===== src/rtl/mkio_pkg.sv =====
// Shared definitions for the MKIO remote-terminal message engine:
// FSM encodings, command word layout and the status word builder.
package mkio_pkg;

  localparam logic [2:0] ST_IDLE     = 3'd0;
  localparam logic [2:0] ST_DECODE   = 3'd1;
  localparam logic [2:0] ST_RX_WAIT  = 3'd2;
  localparam logic [2:0] ST_RX_STORE = 3'd3;
  localparam logic [2:0] ST_STATUS   = 3'd4;
  localparam logic [2:0] ST_TX_DATA  = 3'd5;

  localparam logic [4:0] SA_MODE0   = 5'd0;
  localparam logic [4:0] SA_MODE31  = 5'd31;
  localparam logic [4:0] BCAST_ADDR = 5'd31;

  // Command word: [15:11] addr, [10] T/R (1 = RT transmits), [9:5] SA, [4:0] WC.
  typedef struct packed {
    logic [4:0] addr;
    logic       tr;
    logic [4:0] sa;
    logic [4:0] wc;
  } cmd_t;

  function automatic logic [15:0] status_word(input logic [4:0] addr,
                                              input logic me,
                                              input logic bcr);
    status_word = {addr, me, 5'd0, bcr, 4'd0};
  endfunction

endpackage


===== src/rtl/mkio_rt_sa_if.sv =====
// Word-level link between the Manchester decoder/encoder pair (master)
// and the remote-terminal engine (slave).
interface mkio_rt_sa_if;
  // rx_done/tx_ready/tx_done are single-cycle strobes; rx_* and tx_* data
  // fields are only meaningful in the cycle their strobe is high.
  logic        rx_done;
  logic        rx_cd;
  logic [15:0] rx_data;
  logic        p_error;
  logic [15:0] tx_data;
  logic        tx_cd;
  logic        tx_ready;
  logic        tx_done;

  modport master (
    output rx_done, rx_cd, rx_data, p_error, tx_done,
    input  tx_data, tx_cd, tx_ready
  );

  modport slave (
    input  rx_done, rx_cd, rx_data, p_error, tx_done,
    output tx_data, tx_cd, tx_ready
  );
endinterface


===== src/rtl/mkio_rt_buf.sv =====
// Subaddress data buffer: RT port and host port, registered reads.
// An RT write in a cycle suppresses any host write in that cycle.
module mkio_rt_buf #(
  parameter int DEPTH = 128,
  parameter int AW    = 7
) (
  input  logic          clk,
  input  logic          reset,
  input  logic          rt_we_i,
  input  logic [AW-1:0] rt_waddr_i,
  input  logic [15:0]   rt_wdata_i,
  input  logic [AW-1:0] rt_raddr_i,
  output logic [15:0]   rt_rdata_o,
  input  logic          host_we_i,
  input  logic [AW-1:0] host_addr_i,
  input  logic [15:0]   host_wdata_i,
  output logic [15:0]   host_rdata_o
);

  logic [15:0] mem_q [DEPTH];

  always_ff @(posedge clk) begin
    if (rt_we_i) begin
      mem_q[rt_waddr_i] <= rt_wdata_i;
    end else if (host_we_i) begin
      mem_q[host_addr_i] <= host_wdata_i;
    end
  end

  // Reads sample the array before this edge's write: same-cycle reads see old data.
  always_ff @(posedge clk or posedge reset) begin
    if (reset) begin
      rt_rdata_o   <= '0;
      host_rdata_o <= '0;
    end else begin
      rt_rdata_o   <= mem_q[rt_raddr_i];
      host_rdata_o <= mem_q[host_addr_i];
    end
  end

endmodule


===== src/rtl/mkio_rt_sa.sv =====
// MKIO / MIL-STD-1553 remote-terminal message engine with several data
// subaddresses, receive and transmit transfers, broadcast and timeout.
module mkio_rt_sa
  import mkio_pkg::*;
#(
  parameter logic [4:0]  ADDRESS      = 5'd1,
  parameter int          NUM_SA       = 4,
  parameter bit          BROADCAST_EN = 1'b1,
  parameter logic [15:0] TIMEOUT      = 16'd200,
  parameter int          SA_W         = $clog2(NUM_SA)
) (
  input  logic              clk,
  input  logic              reset,
  mkio_rt_sa_if.slave       bus,
  input  logic [SA_W+4:0]   host_addr_i,
  input  logic              host_we_i,
  input  logic [15:0]       host_wdata_i,
  output logic [15:0]       host_rdata_o,
  output logic              busy_o,
  output logic              msg_done_o,
  output logic [4:0]        msg_sa_o,
  output logic              msg_err_o,
  output logic [2:0]        state_o
);

  localparam logic [4:0] NUM_SA_L = 5'(NUM_SA);

  logic [2:0]  state_q, state_d;
  logic [4:0]  sa_q, sa_d, wc_q, wc_d, cnt_q, cnt_d;
  logic        tr_q, tr_d, bcast_q, bcast_d, tx_after_q, tx_after_d;
  logic [15:0] timer_q, timer_d;
  logic        sent_q, sent_d, me_q, me_d, bcr_q, bcr_d, sts_me_q, sts_me_d;
  logic [15:0] rx_word_q, rx_word_d;
  logic        perr_q, perr_d;
  logic [15:0] tx_data_q, tx_data_d;
  logic        tx_cd_q, tx_cd_d, tx_ready_q, tx_ready_d;
  logic        busy_q, busy_d, msg_done_q, msg_done_d, msg_err_q, msg_err_d;
  logic [4:0]  msg_sa_q, msg_sa_d;

  cmd_t            rx_cmd;
  logic            cmd_acc;
  logic            rt_we;
  logic [SA_W-1:0] bank;
  logic [15:0]     rt_rdata;
  logic            last_word;

  assign rx_cmd    = cmd_t'(bus.rx_data);
  assign cmd_acc   = bus.rx_done && bus.rx_cd &&
                     (rx_cmd.addr == ADDRESS ||
                      (BROADCAST_EN && rx_cmd.addr == BCAST_ADDR));
  assign bank      = sa_q[SA_W-1:0] - SA_W'(1);
  // WC = 0 gives wc_q - 1 = 31, i.e. 32 words with a wrapping counter.
  assign last_word = (cnt_q == wc_q - 5'd1);

  mkio_rt_buf #(.DEPTH(NUM_SA * 32), .AW(SA_W + 5)) u_buf (
    .clk          (clk),
    .reset        (reset),
    .rt_we_i      (rt_we),
    .rt_waddr_i   ({bank, cnt_q}),
    .rt_wdata_i   (rx_word_q),
    .rt_raddr_i   ({bank, cnt_d}),
    .rt_rdata_o   (rt_rdata),
    .host_we_i    (host_we_i),
    .host_addr_i  (host_addr_i),
    .host_wdata_i (host_wdata_i),
    .host_rdata_o (host_rdata_o)
  );

  always_comb begin
    state_d    = state_q;
    sa_d       = sa_q;
    wc_d       = wc_q;
    tr_d       = tr_q;
    bcast_d    = bcast_q;
    tx_after_d = tx_after_q;
    cnt_d      = cnt_q;
    timer_d    = timer_q;
    sent_d     = sent_q;
    me_d       = me_q;
    bcr_d      = bcr_q;
    sts_me_d   = sts_me_q;
    rx_word_d  = rx_word_q;
    perr_d     = perr_q;
    tx_data_d  = tx_data_q;
    tx_cd_d    = tx_cd_q;
    tx_ready_d = 1'b0;
    busy_d     = busy_q;
    msg_done_d = 1'b0;
    msg_sa_d   = msg_sa_q;
    msg_err_d  = msg_err_q;
    rt_we      = 1'b0;

    // An accepted command wins in every state, superseding any message in flight.
    if (cmd_acc) begin
      state_d = ST_DECODE;
      sa_d    = rx_cmd.sa;
      wc_d    = rx_cmd.wc;
      tr_d    = rx_cmd.tr;
      bcast_d = (rx_cmd.addr == BCAST_ADDR);
      sent_d  = 1'b0;
      busy_d  = 1'b1;
    end else begin
      case (state_q)
        ST_DECODE: begin
          if (sa_q == SA_MODE0 || sa_q == SA_MODE31) begin
            state_d    = ST_STATUS;
            tx_after_d = 1'b0;
          end else if (sa_q > NUM_SA_L || (bcast_q && tr_q)) begin
            me_d = 1'b1;
            if (bcast_q) begin
              state_d = ST_IDLE;
              busy_d  = 1'b0;
            end else begin
              state_d    = ST_STATUS;
              tx_after_d = 1'b0;
            end
          end else if (!tr_q) begin
            state_d = ST_RX_WAIT;
            cnt_d   = 5'd0;
            timer_d = 16'd0;
          end else begin
            state_d    = ST_STATUS;
            tx_after_d = 1'b1;
          end
        end

        ST_RX_WAIT: begin
          timer_d = timer_q + 16'd1;
          if (bus.rx_done && !bus.rx_cd) begin
            rx_word_d = bus.rx_data;
            perr_d    = bus.p_error;
            state_d   = ST_RX_STORE;
          end else if (timer_q == TIMEOUT) begin
            me_d      = 1'b1;
            msg_err_d = 1'b1;
            busy_d    = 1'b0;
            state_d   = ST_IDLE;
          end
        end

        ST_RX_STORE: begin
          rt_we = 1'b1;
          if (perr_q) me_d = 1'b1;
          if (last_word) begin
            if (bcast_q) begin
              bcr_d      = 1'b1;
              msg_done_d = 1'b1;
              msg_sa_d   = sa_q;
              msg_err_d  = me_q | perr_q;
              busy_d     = 1'b0;
              state_d    = ST_IDLE;
            end else begin
              state_d    = ST_STATUS;
              tx_after_d = 1'b0;
              sent_d     = 1'b0;
            end
          end else begin
            cnt_d   = cnt_q + 5'd1;
            timer_d = 16'd0;
            state_d = ST_RX_WAIT;
          end
        end

        ST_STATUS: begin
          if (!sent_q) begin
            tx_data_d  = status_word(ADDRESS, me_q, bcr_q);
            tx_cd_d    = 1'b0;
            tx_ready_d = 1'b1;
            sent_d     = 1'b1;
          end else if (bus.tx_done) begin
            sts_me_d = me_q;
            me_d     = 1'b0;
            bcr_d    = 1'b0;
            sent_d   = 1'b0;
            if (tx_after_q) begin
              state_d = ST_TX_DATA;
              cnt_d   = 5'd0;
            end else begin
              msg_done_d = 1'b1;
              msg_sa_d   = sa_q;
              msg_err_d  = me_q;
              busy_d     = 1'b0;
              state_d    = ST_IDLE;
            end
          end
        end

        ST_TX_DATA: begin
          // The buffer was addressed with cnt_d one cycle earlier, so rt_rdata is current here.
          if (!sent_q) begin
            tx_data_d  = rt_rdata;
            tx_cd_d    = 1'b1;
            tx_ready_d = 1'b1;
            sent_d     = 1'b1;
          end else if (bus.tx_done) begin
            sent_d = 1'b0;
            if (last_word) begin
              msg_done_d = 1'b1;
              msg_sa_d   = sa_q;
              msg_err_d  = sts_me_q;
              busy_d     = 1'b0;
              state_d    = ST_IDLE;
            end else begin
              cnt_d = cnt_q + 5'd1;
            end
          end
        end

        default: state_d = ST_IDLE;
      endcase
    end
  end

  always_ff @(posedge clk or posedge reset) begin
    if (reset) begin
      state_q    <= ST_IDLE;
      sa_q       <= '0;
      wc_q       <= '0;
      tr_q       <= 1'b0;
      bcast_q    <= 1'b0;
      tx_after_q <= 1'b0;
      cnt_q      <= '0;
      timer_q    <= '0;
      sent_q     <= 1'b0;
      me_q       <= 1'b0;
      bcr_q      <= 1'b0;
      sts_me_q   <= 1'b0;
      rx_word_q  <= '0;
      perr_q     <= 1'b0;
      tx_data_q  <= '0;
      tx_cd_q    <= 1'b0;
      tx_ready_q <= 1'b0;
      busy_q     <= 1'b0;
      msg_done_q <= 1'b0;
      msg_sa_q   <= '0;
      msg_err_q  <= 1'b0;
    end else begin
      state_q    <= state_d;
      sa_q       <= sa_d;
      wc_q       <= wc_d;
      tr_q       <= tr_d;
      bcast_q    <= bcast_d;
      tx_after_q <= tx_after_d;
      cnt_q      <= cnt_d;
      timer_q    <= timer_d;
      sent_q     <= sent_d;
      me_q       <= me_d;
      bcr_q      <= bcr_d;
      sts_me_q   <= sts_me_d;
      rx_word_q  <= rx_word_d;
      perr_q     <= perr_d;
      tx_data_q  <= tx_data_d;
      tx_cd_q    <= tx_cd_d;
      tx_ready_q <= tx_ready_d;
      busy_q     <= busy_d;
      msg_done_q <= msg_done_d;
      msg_sa_q   <= msg_sa_d;
      msg_err_q  <= msg_err_d;
    end
  end

  assign bus.tx_data = tx_data_q;
  assign bus.tx_cd   = tx_cd_q;
  assign bus.tx_ready = tx_ready_q;
  assign busy_o      = busy_q;
  assign msg_done_o  = msg_done_q;
  assign msg_sa_o    = msg_sa_q;
  assign msg_err_o   = msg_err_q;
  assign state_o     = state_q;

endmodule


===== src/flat_wrapper.sv =====
// flat-port wrapper written by rule: the top's interface ports become plain ports
module mkio_rt_sa_flat import mkio_pkg::*;
#(
  parameter logic [4:0]  ADDRESS      = 5'd1,
  parameter int          NUM_SA       = 4,
  parameter bit          BROADCAST_EN = 1'b1,
  parameter logic [15:0] TIMEOUT      = 16'd200,
  parameter int          SA_W         = $clog2(NUM_SA)
)
  (clk, reset, host_addr_i, host_we_i, host_wdata_i, host_rdata_o, busy_o, msg_done_o, msg_sa_o, msg_err_o, state_o, bus_rx_done, bus_rx_cd, bus_rx_data, bus_p_error, bus_tx_done, bus_tx_data, bus_tx_cd, bus_tx_ready);
  mkio_rt_sa_if bus_i ();
  input  logic clk;
  input  logic reset;
  input  logic [SA_W+4:0] host_addr_i;
  input  logic host_we_i;
  input  logic [15:0] host_wdata_i;
  output logic [15:0] host_rdata_o;
  output logic busy_o;
  output logic msg_done_o;
  output logic [4:0] msg_sa_o;
  output logic msg_err_o;
  output logic [2:0] state_o;
  input wire logic [$bits(bus_i.rx_done)-1:0] bus_rx_done;
  input wire logic [$bits(bus_i.rx_cd)-1:0] bus_rx_cd;
  input wire logic [$bits(bus_i.rx_data)-1:0] bus_rx_data;
  input wire logic [$bits(bus_i.p_error)-1:0] bus_p_error;
  input wire logic [$bits(bus_i.tx_done)-1:0] bus_tx_done;
  output wire logic [$bits(bus_i.tx_data)-1:0] bus_tx_data;
  output wire logic [$bits(bus_i.tx_cd)-1:0] bus_tx_cd;
  output wire logic [$bits(bus_i.tx_ready)-1:0] bus_tx_ready;
  assign bus_i.rx_done = bus_rx_done;
  assign bus_i.rx_cd = bus_rx_cd;
  assign bus_i.rx_data = bus_rx_data;
  assign bus_i.p_error = bus_p_error;
  assign bus_i.tx_done = bus_tx_done;
  assign bus_tx_data = bus_i.tx_data;
  assign bus_tx_cd = bus_i.tx_cd;
  assign bus_tx_ready = bus_i.tx_ready;
  mkio_rt_sa #(.ADDRESS(ADDRESS), .NUM_SA(NUM_SA), .BROADCAST_EN(BROADCAST_EN), .TIMEOUT(TIMEOUT), .SA_W(SA_W)) u_core (.clk(clk), .reset(reset), .bus(bus_i), .host_addr_i(host_addr_i), .host_we_i(host_we_i), .host_wdata_i(host_wdata_i), .host_rdata_o(host_rdata_o), .busy_o(busy_o), .msg_done_o(msg_done_o), .msg_sa_o(msg_sa_o), .msg_err_o(msg_err_o), .state_o(state_o));
endmodule

===== config.mk =====
export PLATFORM = sky130hd
export DESIGN_NAME = mkio_rt_sa_flat
export DESIGN_NICKNAME = d
export VERILOG_FILES = /design/src/rtl/mkio_pkg.sv /design/src/rtl/mkio_rt_sa_if.sv /design/src/rtl/mkio_rt_buf.sv /design/src/rtl/mkio_rt_sa.sv /design/src/flat_wrapper.sv
export SDC_FILE = /design/constraint.sdc
export NUM_CORES = 2
export LEC_CHECK = 0
export ABC_AREA = 1
export CAP_MARGIN = 20
export CORE_ASPECT_RATIO = 1.5
export CORE_MARGIN = 2
export CORE_UTILIZATION = 45
export CTS_CLUSTER_SIZE = 12
export DETAILED_ROUTE_END_ITERATION = 8
export PLACE_DENSITY_LB_ADDON = 0.08
export SYNTH_ARGS = -nofsm -noshare
export SYNTH_HDL_FRONTEND = slang
export SYNTH_SLANG_ARGS = --single-unit

===== constraint.sdc =====
create_clock -name clk -period 9.15 [get_ports clk]
set_clock_uncertainty 0.15 [all_clocks]
set_input_delay 1.83 -clock clk [delete_from_list [all_inputs] [get_ports clk]]
set_output_delay 1.83 -clock clk [all_outputs]
set_load 0.05 [all_outputs]

==> Word-level counts from Yosys, hierarchy flattened <==
Memory sizes are Yosys's and may differ from the RTL's. A register that Yosys moved wholly into a read port is not among the register bits.
Index checks and enable logic that the tools add are counted.
{ "word_totals": {"output_inout_bits": 45, "input_bits": 46, "ff_bits": 84, "word_cells": 218, "n_memories": 1, "mem_bits_rw": 2048, "rom_bits": 0, "latchBits": 0} }
{ "mem_list": {"columns": ["memory", "words", "word_bits", "rd", "rd_ports_with_merged_regs", "write_ports", "line", "text"], "rows": [
  ["u_core.u_buf.mem_q", 128, 16, 2, 2, 1, "mkio_rt_buf.sv:20", "logic [15:0] mem_q [DEPTH];"]
]} }
{ "classes": {"bitwise_logic": 2, "n_eq_ne": 42, "div_mod_pow": 0, "n_mux": 115, "order_cmp": 1, "add_sub_neg": 4, "mul": 0, "reduce_logical": 32, "n_shift": 0} }
{ "op_table": {"columns": ["operator", "count"], "rows": [
  ["2-to-1 mux 16 bit", 7],
  ["2-to-1 mux 5 bit", 18],
  ["2-to-1 mux 1 bit", 62],
  ["case mux 16 bit (3 select lines)", 1],
  ["2-to-1 mux 3 bit", 14],
  ["case mux 16 bit (2 select lines)", 1],
  ["AND reduction 12 bit", 2],
  ["!= test 2 bit (second input constant)", 10],
  ["case mux 5 bit (4 select lines)", 1],
  ["!= test 3 x 1 -> 1 bit (second input constant)", 6],
  ["AND reduction 6 bit", 3],
  ["adder 16 x 1 -> 16 bit (second input constant)", 1],
  ["equality test 16 x 8 -> 1 bit (second input constant)", 1],
  ["!= test 2 x 1 -> 1 bit (second input constant)", 8],
  ["OR reduction 16 bit", 1],
  ["case mux 3 bit (5 select lines)", 1],
  ["case mux 5 bit (3 select lines)", 1],
  ["!= test 3 x 2 -> 1 bit (second input constant)", 4],
  ["AND reduction 4 bit", 3],
  ["equality test 5 bit (second input constant)", 2],
  ["AND reduction 10 bit", 1],
  ["AND reduction 9 bit", 1],
  ["nonzero test 3 bit", 3],
  ["!= test 4 x 1 -> 1 bit (second input constant)", 2],
  ["other kinds (26)", 42]
]} }

==> Logic depth before layout (Yosys ltp) <==
{ "logic_depth": {"ltp_word": 8, "ltp_mapped": 26} }

==> Modules after synthesis <==
From an unflattened synthesis, not the netlist that was laid out.
{ "unflattened": {"cells_unflattened": 11970, "hier_area_um2": 108256.3} }
{ "modules_own_cells": {"columns": ["mod", "seq_area_each_um2", "instances", "cells_each", "area_each_um2"], "rows": [
  ["mkio_rt_buf", 62299.8, 1, 11384, 103758.3],
  ["mkio_rt_sa", 2102.0, 1, 586, 4498.1]
]} }

==> Worst setup path after synthesis <==
OpenSTA, ideal clock, no wires.
{ "synth_path": {"path_kind": "input to register", "startpoint": "input port bus_rx_data[15]", "endpoint": "memory u_core.u_buf.mem_q[104][0], enable pin", "arrival_time_ns": 5.128, "path_stages": 15, "n_path_buf": 2, "path_slack_ns": 3.442, "cell_sequence": "inv_1 > nor2_1 > nand2_1 > nand2_1 > nand2_1 > clkbuf_1 > nand2_1 > nand2_1 > clkbuf_1 > nand2_1 > o21ai_0 > inv_1 > nor2_1 > nand3_1 > nor4_1"} }
{ "synth_between": {"elab_chain_cells": 8, "elab_cells_between_ends": 12, "cone_classes": "eq/ne (2); mux (7); reduce/logical (3)"} }
{ "synth_rtl": {"columns": ["item", "line", "text"], "rows": [
  ["start: declaration", "flat_wrapper.sv:25", "input wire logic [$bits(bus_i.rx_data)-1:0] bus_rx_data;"],
  ["equality test 5 x 1 -> 1 bit or equality test 5 bit (tied branches)", "mkio_rt_sa.sv:49, mkio_rt_sa.sv:50", null],
  ["logical OR 1 bit *", "mkio_rt_sa.sv:49", "(rx_cmd.addr == ADDRESS ||"],
  ["logical AND 1 bit *", "mkio_rt_sa.sv:48", "assign cmd_acc = bus.rx_done && bus.rx_cd &&"],
  ["2-to-1 mux 1 bit *", "mkio_rt_sa.sv:94", "if (cmd_acc) begin"],
  ["2-to-1 mux 1 bit", "mkio_rt_buf.sv:23", "if (rt_we_i) begin"],
  ["2-to-1 mux 1 bit (not written as such)", "mkio_rt_buf.sv:26", "mem_q[host_addr_i] <= host_wdata_i;"],
  ["OR reduction 16 bit (no source line)", null, null],
  ["2-to-1 mux 7 bit (no source line) or 2-to-1 mux 1 bit (tied branches)", null, null],
  ["end: declaration", "mkio_rt_buf.sv:20", null]
]} }
Mark *: on every way between the ends. The rest lies on a longest branch, timed or not.

==> Final worst setup path <==
{ "layout_path": {"startpoint": "input port bus_rx_data[12]", "endpoint": "memory u_core.u_buf.mem_q[28][3], enable pin"} }
The elaborated chain is that of the path after synthesis.

==> reports/qor.txt <==
CTS resizes -> 0
WS Path Type -> in -> reg
Routed Antenna Nets -> 0
Clk Tree Root Cell -> clkbuf_16
worst path arrival time -> 7070 ps
grt total ovfl -> 0
met2 WL -> 207,000 um
# fillers -> 21.5k
via count -> 96.4k
TritonCTS buffer count -> 223
Initial Util -> 45.2%
Port-buffer cells -> 90
Layout Cells excl Fill -> 14.1k
Tightest Pin Transition -> 1380 ps
largest net degree at the start of global routing -> 175
Final Hold Vio Count -> 0
Sink Count -> 2,164
DR pass1 iterations -> 9
post-synth cell types -> 49
Max Slew Vio Count -> 0
final setup vio count -> 0
CTS tree -> done
clock latency on the worst-skew pair -> 890 ps
final period utilization -> 74.0%
Post-DP Area -> 0.111 mm^2
hold_ws -> 326 ps
Max clock buf depth -> 4
Seq cells post-synth -> 2,164
# DRC -> 0
GPL Wtd Cong -> 1.02
dpl cells -> 13.8k
unrepaired setup endpoints after global routing -> no
fraction of layout cells with a size suffix above 1 -> 6.37%
gr usage total -> 37.1%
WP data required -> 9450 ps
initial antenna violation count -> 30
highest metal used -> met5
Synth Net Count -> 11.4k
1st-iter DRT viols -> 15.6k
Critical Path Source Type -> primary input
core box area -> 0.237 mm^2
synth warn -> 0
hold_buf cts -> 0
asr flop ratio synth -> 5.36%
Die X -> 402 um
metal3 WL -> 51,000 um
syn avg cell area -> 9.44 um^2
Seq/Total Area, Yosys -> 60.2%
pwr/cell area -> 301 mW/mm^2
Post-Synthesis Cells -> 11.3k
Post-synth EDFFs -> 2,048
Rel. slew slack -> 7.92%
Area Overhead vs Synth -> 9.88%
fmax -> 0.148 GHz
status -> completed
Pleak -> 40.0 nW
die area -> 0.242 mm^2
crit path time final -> 6770 ps
Peak VDD IR -> 0.583 mV
I/O pin count -> 91
Reg clk slew, reported paths -> 60 ps
postcts setup bufs -> 0
vias per std cell -> 6.81
vias in the first global route -> 89.9k
first-pass GRT wire length -> 654,000 um
Synth Cell Area -> 0.107 mm^2
final net count -> 11.0k
Final Core Density -> 49.6%
Detail Placement HPWL -> 273,000 um
# rows -> 219
endpoint class of the critical path -> register
crit-path max FO -> 17
# H-tree levels -> 4
Die H -> 601 um
commonest non-fill, non-tap cell in the layout -> edfxtp_1
commonest non-fill, non-tap cells in the layout -> edfxtp_1, nand3_1, nand2_1
Hold Crit Class -> reg -> reg
final instance area -> 0.118 mm^2
Max Cap Viol -> 0
Avg WL per Cell -> 32.9 um
wl on met1 -> 166,000 um
ys flop type -> edfxtp_1
total length of routed wires -> 465,000 um
final setup TNS -> 0 ps
-- final cells by class --
| class | instances | area (um^2) | share of cell area (%) |
|---|---|---|---|
| clock inverter | 54 | 345 | 0.294 |
| inverter | 111 | 459 | 0.391 |
| sequential | 2164 | 64400 | 54.8 |
| tap | 3094 | 3870 | 3.29 |
| timing repair buffer | 362 | 3890 | 3.31 |
| clock buffer | 317 | 6070 | 5.16 |
| antenna | 8 | 20.0 | 0.0170 |
| multi-input combinational | 8037 | 38500 | 32.7 |
-- worst paths after layout --
kind | start | endpoint | slack (ps) | cells past startpoint
worst max-delay path | bus_rx_data[12] | u_core.u_buf.mem_q[28][3] | 2380 | 15
max in group asynchronous | reset | u_core.timer_q[5] | 6190 | 3
worst min register to register | u_core.rx_word_q[14] | u_core.rx_word_q[14] | 330 | 2
min in group asynchronous | reset | u_core.tr_q | 1280 | 2
worst max register to register | u_core.sa_q[0] | u_core.u_buf.mem_q[28][3] | 2730 | 9
worst min-delay path | u_core.rx_word_q[14] | u_core.rx_word_q[14] | 330 | 2
-- worst max-delay path, stage by stage --
cell and delay (ps):
clkdlybuf4s50_1 460, nand2_1 100, inv_1 50, nand2_1 70
nand2_1 130, nand2_1 120, nand2_1 60, nand2_1 470
buf_4 440, nand2_1 260, o21ai_0 210, inv_1 100
nor2_1 960, nand2_1 710, nor2_2 1060
-- cells by family after synthesis --
| kind of cell | after synthesis | synth area share (%) |
|---|---|---|
| buf+inv | 1136 | 4.28 |
| simple gates | 5912 | 24.4 |
| flops | 2164 | 60.2 |
| fa+ha+maj | 6 | 0.0702 |
| compound gates | 2101 | 10.8 |
| mux | 16 | 0.168 |
| xor+xnor | 2 | 0.0164 |
-- sequential cells by signal, summed over array words and instances (netlist names), 5 cells and up --
name	cells
u_core.bus.tx_data	16
u_core.cnt_q	5
u_core.msg_sa_o	5
u_core.rx_word_q	16
u_core.sa_q	5
u_core.timer_q	16
u_core.u_buf.host_rdata_o	16
u_core.u_buf.mem_q	2048
u_core.u_buf.rt_rdata_o	16
u_core.wc_q	5
-- metal layers --
| layer | vias to the layer above | GRT usage [%] |
|---|---|---|
| met4 | 20 | 28.0 |
| met5 | - | 0 |
| met1 | 47600 | 46.5 |
| li1 | 40400 | - |
| met3 | 1372 | 7.77 |
| met2 | 6965 | 56.3 |
-- report_power, final --
part           internal, mW  total (mW)  switching (mW)
logic                  3.33        14.8            11.5
clock network          4.64        8.56            3.92
registers              11.7        12.0           0.247
-- metrics by stage --
step,power [mW],worst slack (ps)
2_1_floorplan,19.9,3440
3_3_place_gp,26.1,1580
3_5_place_dp,26.3,1710
4_1_cts,34.7,2590
5_1_grt,36.2,2260
6_report,35.4,2380
-- cell usage after synthesis (all sizes together) (2+ instances only) --
cell type / count / area (um^2)
dfrtp: 116 / 2900
o2111ai: 4 / 35.0
a21oi: 30 / 165
nand4: 523 / 3280
mux2: 16 / 180
inv: 106 / 398
o221ai: 3 / 26.3
a22o: 12 / 105
o32ai: 32 / 280
clkinv: 5 / 18.8
ha: 6 / 75.1
o31ai: 5 / 37.5
buf: 331 / 1560
nor2: 1546 / 5810
o21ai: 1365 / 6840
clkbuf: 694 / 2610
nor3: 19 / 100
nor4: 10 / 62.6
nand2: 1768 / 6640
edfxtp: 2048 / 61500
nand3: 2043 / 10200
o21a: 3 / 22.5
o22ai: 635 / 3970
a31oi: 4 / 25.0
o211ai: 2 / 15.0
Note: power is estimated with default switching activity, not from simulation.
==> RTL change: new RTL, config.mk and constraints unchanged <==
`NUM_SA` is set to 4 in 2 places; all go to 2.
--- a/src/rtl/mkio_rt_sa.sv
+++ b/src/rtl/mkio_rt_sa.sv
@@ -6,3 +6,3 @@
   parameter logic [4:0]  ADDRESS      = 5'd1,
-  parameter int          NUM_SA       = 4,
+  parameter int          NUM_SA       = 2,
   parameter bit          BROADCAST_EN = 1'b1,
--- a/src/flat_wrapper.sv
+++ b/src/flat_wrapper.sv
@@ -4,3 +4,3 @@
   parameter logic [4:0]  ADDRESS      = 5'd1,
-  parameter int          NUM_SA       = 4,
+  parameter int          NUM_SA       = 2,
   parameter bit          BROADCAST_EN = 1'b1,
Interface: changed (resized host_addr_i); port bits go from 91 to 90. No check against the original RTL was run, so the function may have changed too.
==> RTL change against the unedited design <==
- the run now ends with design-rule violations left
- sequential power fell by 49%
- synthesized area fell by 44%
- highest routed layer unchanged
- clock power is 47% lower
- critical path depth unchanged
- total power decreased by 47%
- wire length decreased by 51%
- worst setup slack improved by 0.39 ns
- design area shrank 44%
- first-iteration DRC count down 61%
- sequential cell count fell by 1024
==> RTL change: results (changes against the unedited design) <==
| Metric | Value |
|---|---|
| Logic pwr share | 43.3% (+1.4 points) |
| Placed instance count | 8008 (-42%) |
| Sequential-to-total area share from yosys stat | 56.7% (-3.5 points) |
| Drt initial violations | 6067 (-61%) |
| DP Area | 61700 um2 (-44%) |
| Most frequent cells after synthesis | 1283 x nand3_1, 1071 x nand2_1, 1024 x edfxtp_1 |
| Status | complete, but fails checks |
| Xor and xnor area share after synthesis | 0.0295% (+0.013 points) |
| # DRC | 2 (+2) |
| Min Hold Slack | 0.334 ns (+0.00840 ns) |
| Asr flop ratio synth | 10.2% (+4.8 points) |
| Tot GR Track Use | 32.9% (-4.1 points) |
| H-tree Lvls | 3 (-1) |
| Largest net degree at the start of global routing | 185 (+5.7%) |
| Post-synth EDFFs | 1024 (-50%) |
| Final nets | 6450 (-41%) |
| Crit path time final | 6.38 ns (-0.391 ns) |
| Pre-Repair DR Iteration Count | 8 (-1) |
| IO buf count | 89 (-1.1%) |
| Worst slew pin tran | 1.18 ns (-0.202 ns) |
| Worst reg2reg path startpoint | u_core.state_o[2]$_DFFE_PP0P_ |
| Clock Latency Late Sink | 0.76 ns (-0.13 ns) |
| Hold Crit Start | u_core.rx_word_q[1]$_DFFE_PP0P_ |
| Global-route wire length before repair | 326 mm (-50%) |
| Switching share of power | 44.3% (about the same) |
| Largest register FFs | 1024 (-50%) |
| Max Root-Sink Buffers | 3 (-1) |
| Synthesized Nets | 6629 (-42%) |
| Leak pwr | 25.9 nW (-35%) |
| Hpwl dp | 132 mm (-52%) |
| Vias per inst | 6.09 (-11%) |
| Largest stage delay on the critical path | 1.08 ns (+0.02 ns) |
| Violated checks | design-rule violations |
| CP arrival | 6.58 ns (-0.49 ns) |
| R2r setup slk | 4.27 ns (+1.54 ns) |
| R2R depth | 13 (+4) |
| Total CTS buffers | 114 (-49%) |
| Initial antenna violation count | 8 (-73%) |
| Layout cell share with drive strength beyond 1 | 5.84% (-0.53 points) |
RTL change: routing by layer:
metal,vias up,GRT usage [%],wire length [um]
met5,-,0,25
met4,4,26.1,20300
met3,643,5.13,19000
met2,2714,51.7,104000
met1,24334,40.4,83700
li1,22370,-,-
RTL change: worst register-to-register path: stages, from the launching register on:
cell and delay [ns]:
dfrtp_1 0.41, inv_2 0.10, nand2_1 0.15, nor2_4 0.25, inv_2 0.14, nor2_1 0.16
inv_1 0.06, nand2_2 0.60, nand2_1 0.12, o21ai_1 0.25, inv_1 0.16, nor3_1 0.29
nand2_1 0.53, nor2_2 1.09
RTL change: layout make-up:
type	instances	area [um2]	area share, %
Sequential cell	1140	33700	51.5
Inverter	922	3490	5.34
Clock inverter	29	180	0.276
Antenna cell	2	5.00	0.00767
Clock buffer	171	3270	5.02
Tap cell	1732	2170	3.32
Multi-Input combinational cell	4019	20400	31.3
Timing Repair Buffer	204	2100	3.22
